<file path="config.mk">
export PLATFORM = sky130hd
export DESIGN_NAME = inst_loader_flat
export DESIGN_NICKNAME = d
export VERILOG_FILES = /design/src/rtl/inst_loader_pkg.sv /design/src/rtl/inst_loader_if.sv /design/src/rtl/inst_loader_uart_rx.sv /design/src/rtl/inst_loader.sv /design/src/flat_wrapper.sv
export SDC_FILE = /design/constraint.sdc
export NUM_CORES = 1
export LEC_CHECK = 0
export CAP_MARGIN = 20
export CORE_ASPECT_RATIO = 1.25
export CORE_MARGIN = 5
export CORE_UTILIZATION = 61
export DETAILED_ROUTE_END_ITERATION = 8
export PLACE_DENSITY = 0.84
export SYNTH_ARGS = -nofsm -noshare
export SYNTH_HDL_FRONTEND = slang
export SYNTH_SLANG_ARGS = --single-unit
</file>
<file path="constraint.sdc">
create_clock -name clk -period 9.29 [get_ports clk]
set_clock_uncertainty 0.15 [all_clocks]
set_input_delay 2.3225 -clock clk [delete_from_list [all_inputs] [get_ports clk]]
set_output_delay 2.3225 -clock clk [all_outputs]
set_load 0.01 [all_outputs]
</file>
<file path="src/rtl/inst_loader_pkg.sv">
// Shared constants and state types for the instruction loader.
package inst_loader_pkg;
   // Instruction BRAM address width; the BRAM holds 2**INST_SIZE words.
   localparam int          INST_SIZE = 4;
   localparam logic [31:0] MAX_WORDS = 32'd1 << INST_SIZE;

   // Framing FSM of the loader.
   typedef enum logic [1:0] {HDR, DATA, DONE, ERR} ld_state_e;

   // UART receiver FSM.
   typedef enum logic [1:0] {RX_IDLE, RX_START, RX_DATA, RX_STOP} rx_state_e;
endpackage

</file>
<file path="src/rtl/inst_loader_if.sv">
// Serial input and BRAM/status outputs of the instruction loader.
interface inst_loader_if;
   import inst_loader_pkg::*;

   logic                 rxd;
   logic [INST_SIZE-1:0] addra;
   logic [31:0]          dina;
   logic                 wea;
   logic                 done;
   logic                 err;

   modport master (output rxd, input addra, dina, wea, done, err);
   modport slave  (input rxd, output addra, dina, wea, done, err);
endinterface

</file>
<file path="src/rtl/inst_loader_uart_rx.sv">
// 8N1 UART byte receiver: mid-bit sampling, glitch-filtered start,
// one-cycle valid/ferr pulses at the middle of the stop bit.
module uart_rx
   import inst_loader_pkg::*;
#(
   parameter int CLK_PER_HALF_BIT = 434
) (
   input  logic       clk,
   input  logic       rst_n,
   input  logic       rxd,
   output logic [7:0] data,
   output logic       valid,
   output logic       ferr
);
   localparam int            BIT_CYC   = 2 * CLK_PER_HALF_BIT;
   localparam int            CW        = $clog2(BIT_CYC + 1);
   localparam logic [CW-1:0] HALF_LAST = CW'(CLK_PER_HALF_BIT - 1);
   localparam logic [CW-1:0] BIT_LAST  = CW'(BIT_CYC - 1);

   // [1:0] is the synchronizer, [2] is one more stage for edge detection
   logic [2:0]    sync_q;
   rx_state_e     state_q, state_d;
   logic [CW-1:0] cnt_q;
   logic [2:0]    bit_q;
   logic [7:0]    sh_q;

   logic rx_s, fall, half_tick, bit_tick;
   assign rx_s      = sync_q[1];
   assign fall      = sync_q[2] & ~sync_q[1];
   assign half_tick = (cnt_q == HALF_LAST);
   assign bit_tick  = (cnt_q == BIT_LAST);

   // Bring the asynchronous line into the clk domain (idle high).
   always_ff @(posedge clk or negedge rst_n) begin
      if (!rst_n) sync_q <= '1;
      else        sync_q <= {sync_q[1:0], rxd};
   end

   // State register.
   always_ff @(posedge clk or negedge rst_n) begin
      if (!rst_n) state_q <= RX_IDLE;
      else        state_q <= state_d;
   end

   // Next state: a start edge that is high again at half a bit is a glitch.
   always_comb begin
      state_d = state_q;
      unique case (state_q)
         RX_IDLE:  if (fall) state_d = RX_START;
         RX_START: if (half_tick) state_d = rx_s ? RX_IDLE : RX_DATA;
         RX_DATA:  if (bit_tick && bit_q == 3'd7) state_d = RX_STOP;
         RX_STOP:  if (bit_tick) state_d = RX_IDLE;
         default:  state_d = RX_IDLE;
      endcase
   end

   // Bit timer, bit index and LSB-first shift register.
   always_ff @(posedge clk or negedge rst_n) begin
      if (!rst_n) begin
         cnt_q <= '0;
         bit_q <= '0;
         sh_q  <= '0;
      end else begin
         if (state_q == RX_IDLE || state_d != state_q || bit_tick)
            cnt_q <= '0;
         else
            cnt_q <= cnt_q + CW'(1);
         if (state_q == RX_DATA && bit_tick) begin
            bit_q <= bit_q + 3'd1;
            sh_q  <= {rx_s, sh_q[7:1]};
         end else if (state_q != RX_DATA) begin
            bit_q <= '0;
         end
      end
   end

   // Outputs: the stop-bit sample decides between a good byte and a framing error.
   always_comb begin
      data  = sh_q;
      valid = (state_q == RX_STOP) && bit_tick && rx_s;
      ferr  = (state_q == RX_STOP) && bit_tick && !rx_s;
   end
endmodule

</file>
<file path="src/rtl/inst_loader.sv">
// Loads a program over UART into instruction BRAM: a 4-byte little-endian
// word count header followed by that many little-endian 32-bit words.
module inst_loader
   import inst_loader_pkg::*;
#(
   parameter int CLK_PER_HALF_BIT = 434
) (
   input logic         clk,
   input logic         rstn,
   inst_loader_if.slave bus
);
   logic [1:0]           rst_sync_q;
   logic                 rst_n;
   logic [7:0]           rx_data;
   logic                 rx_valid, rx_ferr;

   ld_state_e            state_q, state_d;
   logic [1:0]           byte_cnt_q;
   logic [31:0]          word_q;
   logic [INST_SIZE:0]   n_q;
   logic [INST_SIZE:0]   wcnt_q;
   logic [INST_SIZE-1:0] addra_q;
   logic [31:0]          dina_q;
   logic                 wea_q;

   logic                 word_full, last_wr, accept;
   logic [31:0]          word_nxt;

   // Assert immediately, release two clocks after rstn rises.
   always_ff @(posedge clk or negedge rstn) begin
      if (!rstn) rst_sync_q <= '0;
      else       rst_sync_q <= {rst_sync_q[0], 1'b1};
   end
   assign rst_n = rst_sync_q[1];

   uart_rx #(.CLK_PER_HALF_BIT(CLK_PER_HALF_BIT)) u_rx (
      .clk   (clk),
      .rst_n (rst_n),
      .rxd   (bus.rxd),
      .data  (rx_data),
      .valid (rx_valid),
      .ferr  (rx_ferr)
   );

   assign accept    = rx_valid && (state_q == HDR || state_q == DATA);
   assign word_full = rx_valid && (byte_cnt_q == 2'd3);
   assign word_nxt  = {rx_data, word_q[31:8]};
   assign last_wr   = wea_q && ((wcnt_q + (INST_SIZE+1)'(1)) == n_q);

   // State register.
   always_ff @(posedge clk or negedge rst_n) begin
      if (!rst_n) state_q <= HDR;
      else        state_q <= state_d;
   end

   // Next state: header decode, end of program, framing errors.
   always_comb begin
      state_d = state_q;
      unique case (state_q)
         HDR: begin
            if (rx_ferr)                   state_d = ERR;
            else if (word_full) begin
               if (word_nxt == 32'd0)      state_d = DONE;
               else if (word_nxt > MAX_WORDS) state_d = ERR;
               else                        state_d = DATA;
            end
         end
         DATA: begin
            if (rx_ferr)       state_d = ERR;
            else if (last_wr)  state_d = DONE;
         end
         DONE:    if (rx_ferr) state_d = ERR;
         ERR:     state_d = ERR;
         default: state_d = HDR;
      endcase
   end

   // Byte-to-word assembly, word count capture and BRAM write/address sequencing.
   always_ff @(posedge clk or negedge rst_n) begin
      if (!rst_n) begin
         byte_cnt_q <= '0;
         word_q     <= '0;
         n_q        <= '0;
         wcnt_q     <= '0;
         addra_q    <= '0;
         dina_q     <= '0;
         wea_q      <= 1'b0;
      end else begin
         if (accept) begin
            byte_cnt_q <= byte_cnt_q + 2'd1;
            word_q     <= word_nxt;
         end
         if (state_q == HDR && word_full)
            n_q <= word_nxt[INST_SIZE:0];
         wea_q <= (state_q == DATA) && word_full;
         if (state_q == DATA && word_full)
            dina_q <= word_nxt;
         // Address wraps naturally when the BRAM is filled completely.
         if (wea_q) begin
            addra_q <= addra_q + INST_SIZE'(1);
            wcnt_q  <= wcnt_q + (INST_SIZE+1)'(1);
         end
      end
   end

   // Outputs.
   always_comb begin
      bus.addra = addra_q;
      bus.dina  = dina_q;
      bus.wea   = wea_q;
      bus.done  = (state_q == DONE);
      bus.err   = (state_q == ERR);
   end
endmodule
</file>
<file path="src/flat_wrapper.sv">
// flat-port wrapper written by rule: the top's interface ports become plain ports
module inst_loader_flat import inst_loader_pkg::*;
#(
   parameter int CLK_PER_HALF_BIT = 434
)
  (clk, rstn, bus_rxd, bus_addra, bus_dina, bus_wea, bus_done, bus_err);
  inst_loader_if bus_i ();
  input logic clk;
  input logic rstn;
  input wire logic [$bits(bus_i.rxd)-1:0] bus_rxd;
  output wire logic [$bits(bus_i.addra)-1:0] bus_addra;
  output wire logic [$bits(bus_i.dina)-1:0] bus_dina;
  output wire logic [$bits(bus_i.wea)-1:0] bus_wea;
  output wire logic [$bits(bus_i.done)-1:0] bus_done;
  output wire logic [$bits(bus_i.err)-1:0] bus_err;
  assign bus_i.rxd = bus_rxd;
  assign bus_addra = bus_i.addra;
  assign bus_dina = bus_i.dina;
  assign bus_wea = bus_i.wea;
  assign bus_done = bus_i.done;
  assign bus_err = bus_i.err;
  inst_loader #(.CLK_PER_HALF_BIT(CLK_PER_HALF_BIT)) u_core (.clk(clk), .rstn(rstn), .bus(bus_i));
endmodule
</file>
==> results of run 1 <==
## through the flow
stage / util [%] / instances / hold WS, ns
floorplan: - / 308 / 0.181
global placement: 69.2 / 432 / 0.0643
detailed placement: 69.2 / 432 / 0.0698
CTS: 71.8 / 448 / 0.0795
global route: 72.2 / 449 / 0.0982
finish: 72.2 / 449 / 0.0671
## synth_stat cells
cell type | count | area (um^2)
ha_1 | 7 | 87.6
o21ai_1 | 1 | 5.00
mux2_2 | 42 | 473
nor4_4 | 1 | 21.3
dfrtp_1 | 100 | 2500
a21oi_1 | 1 | 5.00
nor2b_1 | 2 | 12.5
a41o_1 | 2 | 20.0
nor4b_1 | 2 | 17.5
buf_6 | 3 | 33.8
or3b_2 | 1 | 8.76
nor4_1 | 8 | 50.1
o2111ai_1 | 1 | 8.76
nand3b_1 | 2 | 15.0
xor2_1 | 11 | 96.3
xnor2_1 | 13 | 114
or3_1 | 2 | 12.5
mux2_1 | 30 | 338
mux2i_1 | 2 | 20.0
or3b_4 | 1 | 11.3
nor3b_1 | 2 | 15.0
nand4bb_1 | 2 | 22.5
dfstp_2 | 3 | 78.8
nor2_1 | 16 | 60.1
a311oi_1 | 1 | 8.76
and4_1 | 2 | 17.5
nor4bb_1 | 1 | 10.0
nand4_1 | 7 | 43.8
buf_2 | 3 | 15.0
nor2_4 | 1 | 11.3
conb_1 | 1 | 3.75
inv_1 | 6 | 22.5
nor3_1 | 3 | 15.0
nand3b_2 | 1 | 11.3
o211ai_1 | 2 | 15.0
nand3_1 | 5 | 25.0
nand2_1 | 12 | 45.0
and2_1 | 2 | 12.5
a41oi_1 | 1 | 8.76
clkbuf_1 | 3 | 11.3
a31oi_1 | 2 | 12.5
## final cells by class
cell class                      count  share of cell area [%]
Timing Repair Buffer               44                    9.05
Multi-Input combinational cell    190                    33.1
Clock inverter                      6                    1.00
Inverter                            6                   0.450
Sequential cell                   103                    51.7
Tap cell                           90                    2.25
Clock buffer                       10                    2.55
## kinds of logic (layout without fill, tap and decap cells)
kind of cell | count (synthesis) | after routing | synth area share (%)
other | 1 | 1 | 0.0868
muxes | 74 | 74 | 19.2
DFF | 103 | 103 | 59.8
adders and majority gates | 7 | 7 | 2.03
AOI/OAI and AO/OA | 11 | 11 | 1.94
buffers and inverters | 15 | 66 | 1.91
and+or+nand+nor | 73 | 73 | 10.1
xor gates and xnor gates | 24 | 24 | 4.87
## power groups by stage
stage          logic [mW]  clock network, mW  registers [mW]
2_1_floorplan      0.0230                  0           0.487
3_3_place_gp       0.0341                  0           0.485
3_5_place_dp       0.0358                  0           0.487
4_1_cts            0.0359              0.268           0.478
5_1_grt            0.0427              0.288           0.481
6_report           0.0366              0.260           0.478
## flip-flops by register name (all words and copies together), names as in the netlist
| name | cells |
|---|---|
| u_core.bus.dina | 32 |
| u_core.word_q | 24 |
| u_core.u_rx.cnt_q | 10 |
| u_core.u_rx.data | 8 |
| u_core.n_q | 5 |
| u_core.wcnt_q | 5 |
| u_core.bus.addra | 4 |
| u_core.u_rx.bit_q | 3 |
| u_core.u_rx.sync_q | 3 |
| u_core.byte_cnt_q | 2 |
| u_core.rst_sync_q | 2 |
| u_core.state_q | 2 |
| u_core.u_rx.state_q | 2 |
| u_core.bus.wea | 1 |
## final timing paths
path	start	cells past startpoint	end	slack [ns]
worst max register to register	u_core.u_rx.cnt_q[3]$_DFF_PN0_	4	u_core.word_q[11]$_DFFE_PN0P_	6.55
min in group clk	u_core.u_rx.sync_q[0]$_DFF_PN1_	0	u_core.u_rx.sync_q[1]$_DFF_PN1_	0.21
worst max-delay path	u_core.bus.wea$_DFF_PN0_	1	bus_wea	5.29
max in group asynchronous	rstn	1	u_core.rst_sync_q[1]$_DFF_PN0_	6.90
worst min register to register	u_core.rst_sync_q[1]$_DFF_PN0_	0	u_core.bus.dina[9]$_DFFE_PN0P_	0.07
worst min-delay path	u_core.rst_sync_q[1]$_DFF_PN0_	0	u_core.bus.dina[9]$_DFFE_PN0P_	0.07
## per-layer routing
| metal | part of all wire (%) | track usage (%) | up-vias |
|---|---|---|---|
| met5 | 0 | 0 | - |
| met4 | 1.3 | 6.79 | 0 |
| met3 | 2.5 | 3.57 | 8 |
| met2 | 52 | 29.1 | 37 |
| met1 | 44 | 25.2 | 1299 |
| li1 | - | - | 1188 |
## cells in the final DEF (no fill, tap or decap), types with 2 or more instances in the layout
cell type / instances
buf_4: 2
mux2_1: 30
dfrtp_1: 99
ha_1: 7
nand4_1: 7
or3_1: 2
a41o_1: 2
nor4b_1: 2
clkdlybuf4s50_1: 41
a31oi_1: 2
dfstp_2: 3
nor2_1: 16
mux2_2: 42
nor3_1: 3
inv_6: 3
nand3_1: 5
xor2_1: 11
nor2b_1: 2
o211ai_1: 2
clkbuf_8: 9
mux2i_1: 2
nor4_1: 8
xnor2_1: 13
and2_1: 2
and4_1: 2
nor3b_1: 2
nand3b_1: 2
inv_1: 6
nand4bb_1: 2
nand2_1: 12
==> reports/results.tsv, run 1 <==
metric	value	unit
rsz0062_at_grt	no	
port-buffer-count	41	
wl_per_cell	16.5	um
n_fill_cell	448	
ys_seq_elements	103	
dieWidth	85.3	um
initialDrtViolationCount	87	
coreArea	0.00693	mm^2
setup_violations	0	
place_ws	5.67	ns
via_count	2532	
dp_hpwl	5.11	mm
area_delta_synth_final	15.9	%
tns	0	ns
path_class	reg -> out	
critPathArrivalTime	1.53	ns
die_h	104	um
run_status	complete, no violations	
path_buf_inv	1	
overflow	0	
dr.pass1.iters	4	
cts_sinks	103	
switchingPower	197	uW
fin_crit	4.00	ns
slew_viol_final	0	
grt_max_degree	80	
synth_cells	308	
leakage	2.44	nW
syn_area	0.00432	mm^2
cts-root-buf	clkbuf_8	
drive_above_1_share	19.2	%
dpl-instance-area	0.00480	mm^2
start_kind	register	
io_pins	42	
avgSynthCellArea	14.0	um^2
clk_latency	0.36	ns
cpPeakStageDelay	0.61	ns
cts_hold_repair.buffers	0	
cellInternalPower	578	uW
ant_nets	0	
tritoncts	built	
total_power	775	uW
avgViaCountPerCell	5.64	
nets	364	
timing.final.crit_share	43.1	%
crit_fanout	12	
swShare	25.4	%
yosysSeqAreaShare	59.8	%
crit_path_end_kind	primary output	
fmax	0.250	GHz
track_usage	18.4	%
critPathTopFamily	buffers and inverters	
fin_area	0.00500	mm^2
clk_pin_slew_worst_paths	0.10	ns
cts_resized	0	
fin_ws	5.29	ns
multi_input_area	0.00165	mm^2
antenna_found_initial	0	
timing.final.hold_violations	0	
diodes	0	
postCtsSetupBuffers	0	
rows	34	
yosysWarnings	0	
synth_nets	318	
cts_buffer_depth	2	
final-seq-area	0.00258	mm^2
crit_slowest_cell	clkdlybuf4s50_1	
crit_chain	clkdlybuf4s50_1	
initial_core_util	62.3	%
powerDensity	155	mW/mm^2
ir_worst_vdd	0.0896	mV
die_area	0.00887	mm^2
grt_pass1_wl	13.1	mm
sequentialPowerShare	61.7	%
cap_violations	0	
numCtsBuffers	9	
gp_congestion	0.807	
clockPowerShare	33.6	%
grt_pass1_vias	2681	
synth.distinct_cells	41	
tightest_slew	0.709	ns
htreeDepth	3	
power_frac_comb	4.7	%
slew-limit-headroom	52.5	%
wl	7.42	mm
cp.required	6.82	ns
holdCritPathClass	reg -> async	
drc_errors	0	
(Power assumes the default switching activity.)
==> run 2: changes to the inputs <==
--- a/config.mk
+++ b/config.mk
@@ -8,9 +8,9 @@
 export CAP_MARGIN = 20
 export CORE_ASPECT_RATIO = 1.25
 export CORE_MARGIN = 5
-export CORE_UTILIZATION = 61
+export CORE_UTILIZATION = 56
 export DETAILED_ROUTE_END_ITERATION = 8
-export PLACE_DENSITY = 0.84
+export PLACE_DENSITY = 0.78
 export SYNTH_ARGS = -nofsm -noshare
 export SYNTH_HDL_FRONTEND = slang
 export SYNTH_SLANG_ARGS = --single-unit
==> constraint.sdc (replaced) <==
create_clock -name clk -period 4 [get_ports clk]
set_clock_uncertainty 0.15 [all_clocks]
set_input_delay 1 -clock clk [delete_from_list [all_inputs] [get_ports clk]]
set_output_delay 1 -clock clk [all_outputs]
set_load 0.01 [all_outputs]
==> run 2 against run 1 <==
Compared with the run above:
- final cell count rose by 0.45%
- utilization fell by 4.9 points
- sequential cell count stayed put
- total power is 130% higher
- critical endpoint is now u_core.bus.dina[25]$_DFFE_PN0P_
- hold slack better by 0.037 ns
- via count shrank 1.4%
- critical path depth rose by 4
- combinational power grew 130%
- clock-buffer cell count unchanged
- clock power rose by 140%
==> reports/results.tsv, run 2 (synthesized netlist as in run 1, its figures left out) <==
metric	value	unit	change
powerDensity	363	mW/mm^2	was 155 mW/mm^2
rsz0062_at_grt	no		unchanged
coreArea	0.00744	mm^2	was 0.00693 mm^2
die_h	108	um	was 104 um
clk_latency	0.37	ns	was 0.36 ns
timing.final.crit_share	73.2	%	
tns	0	ns	unchanged
power_frac_comb	4.5	%	was 4.7%
dp_hpwl	5.16	mm	was 5.11 mm
cap_violations	0		unchanged
wl	7.34	mm	was 7.42 mm
area_delta_synth_final	15.9	%	unchanged
grt_max_degree	46		was 80
fmax	0.342	GHz	
crit_path_end_kind	register		was primary output
leakage	2.44	nW	about the same
whs	0.104	ns	was 0.0671 ns
cts_resized	0		unchanged
setup_violations	0		unchanged
clk_pin_slew_worst_paths	0.10	ns	about the same
cp.required	4.11	ns	was 6.82 ns
clockPowerShare	34.4	%	was 33.6%
slew_viol_final	0		unchanged
overflow	0		unchanged
dieWidth	88.5	um	was 85.3 um
antenna_found_initial	0		unchanged
sequentialPowerShare	61.1	%	was 61.7%
critPathArrivalTime	3.04	ns	was 1.53 ns
grt_pass1_wl	12.9	mm	was 13.1 mm
cts-root-buf	clkbuf_8		unchanged
dr.pass1.iters	4		unchanged
switchingPower	468	uW	was 197 uW
fin_area	0.00500	mm^2	unchanged
diodes	0		unchanged
initialDrtViolationCount	97		was 87
crit_fanout	23		was 12
port-buffer-count	41		unchanged
avgViaCountPerCell	5.53		was 5.64
holdCritPathClass	reg -> async		unchanged
initial_core_util	58.0	%	was 62.3%
cts_buffer_depth	2		unchanged
cellInternalPower	1.35	mW	was 578 uW
run_status	complete, no violations		unchanged
swShare	25.8	%	was 25.4%
cts_sinks	103		unchanged
htreeDepth	3		unchanged
drive_above_1_share	19.2	%	unchanged
nets	364		unchanged
path_class	reg -> reg		was reg -> out
largest_reg_flops	32		unchanged
slew-limit-headroom	53.5	%	was 52.5%
via_count	2496		was 2532
numCtsBuffers	9		unchanged
fin_util	67.2	%	was 72.2%
timing.final.hold_violations	0		unchanged
gp_congestion	0.791		was 0.807
fin_crit	2.93	ns	
tightest_slew	0.693	ns	was 0.709 ns
total_power	1.82	mW	was 775 uW
die_area	0.00958	mm^2	was 0.00887 mm^2
start_kind	register		unchanged
wl_per_cell	16.3	um	was 16.5 um
io_pins	42		unchanged
drc_errors	0		unchanged
postCtsSetupBuffers	0		unchanged
most-common-layout-cells	dfrtp_1 (99), mux2_2 (42), clkdlybuf4s50_1 (41)		unchanged
cts_hold_repair.buffers	0		unchanged
ir_worst_vdd	0.215	mV	was 0.0896 mV
dpl-instance-area	0.00481	mm^2	was 0.00480 mm^2
grt_pass1_vias	2652		was 2681
final_common_cell	dfrtp_1		unchanged
ant_nets	0		unchanged
tritoncts	built		unchanged
rows	35		was 34
track_usage	17.4	%	was 18.4%
-- run 2: cell count changes in the layout (fill, tap and decap cells not counted) --
cell        previous run  this run
clkinv_4               0         2
inv_6                  3         2
clkinv_2               1         0
clkinvlp_4             1         0
buf_4                  2         3
buf_16                 1         0
clkinv_8               0         2
inv_8                  1         0
-- run 2: worst max-delay path: stages, from the launching register on --
cell and delay [ns]:
dfrtp_1 0.43, or3b_4 0.44, nor4_4 0.46, and4_1 0.56
buf_4 0.39, mux2_1 0.36
-- run 2: worst paths after layout --
path | end | slack [ns] | start | cells after the start
setup / recovery | u_core.bus.dina[25]$_DFFE_PN0P_ | 1.07 | u_core.u_rx.cnt_q[3]$_DFF_PN0_ | 5
hold / removal | u_core.bus.dina[10]$_DFFE_PN0P_ | 0.10 | u_core.rst_sync_q[1]$_DFF_PN0_ | 0
setup reg to reg | u_core.bus.dina[25]$_DFFE_PN0P_ | 1.07 | u_core.u_rx.cnt_q[3]$_DFF_PN0_ | 5
hold reg to reg | u_core.bus.dina[10]$_DFFE_PN0P_ | 0.10 | u_core.rst_sync_q[1]$_DFF_PN0_ | 0
max in group asynchronous | u_core.u_rx.sync_q[1]$_DFF_PN1_ | 2.70 | u_core.rst_sync_q[1]$_DFF_PN0_ | 1
min in group clk | u_core.u_rx.sync_q[1]$_DFF_PN1_ | 0.21 | u_core.u_rx.sync_q[0]$_DFF_PN1_ | 0
-- run 2: layer usage --
layer	wire length [um]	global-route usage, %	vias to the layer above
met4	77	4.86	0
met1	3300	23.3	1260
met5	0	0	-
li1	-	-	1191
met2	3750	28.1	36
met3	211	4.42	9
-- run 2: area by class of cell --
cell class                 count  area (um^2)
multi-input combinational    190         1650
clock inverter                 6         67.6
fill                         550         2440
sequential                   103         2580
inverter                       6         22.5
clock buffer                  10          128
tap                           92          115
timing repair buffer          44          433
-- run 2: power by group through the flow --
stage	Clock (mW)	Combinational [mW]	Sequential, mW
3_5_place_dp	0	0.0857	1.13
3_3_place_gp	0	0.0821	1.13
4_1_cts	0.640	0.0866	1.11
2_1_floorplan	0	0.0535	1.13
5_1_grt	0.693	0.0981	1.12
6_report	0.624	0.0826	1.11
-- run 2: per-stage QoR --
step                setup slack (ns)  instances
finish                          1.07        451
global route                   0.898        451
CTS                             1.04        451
detailed placement              1.06        435
global placement                1.11        435
floorplan                      0.774        308
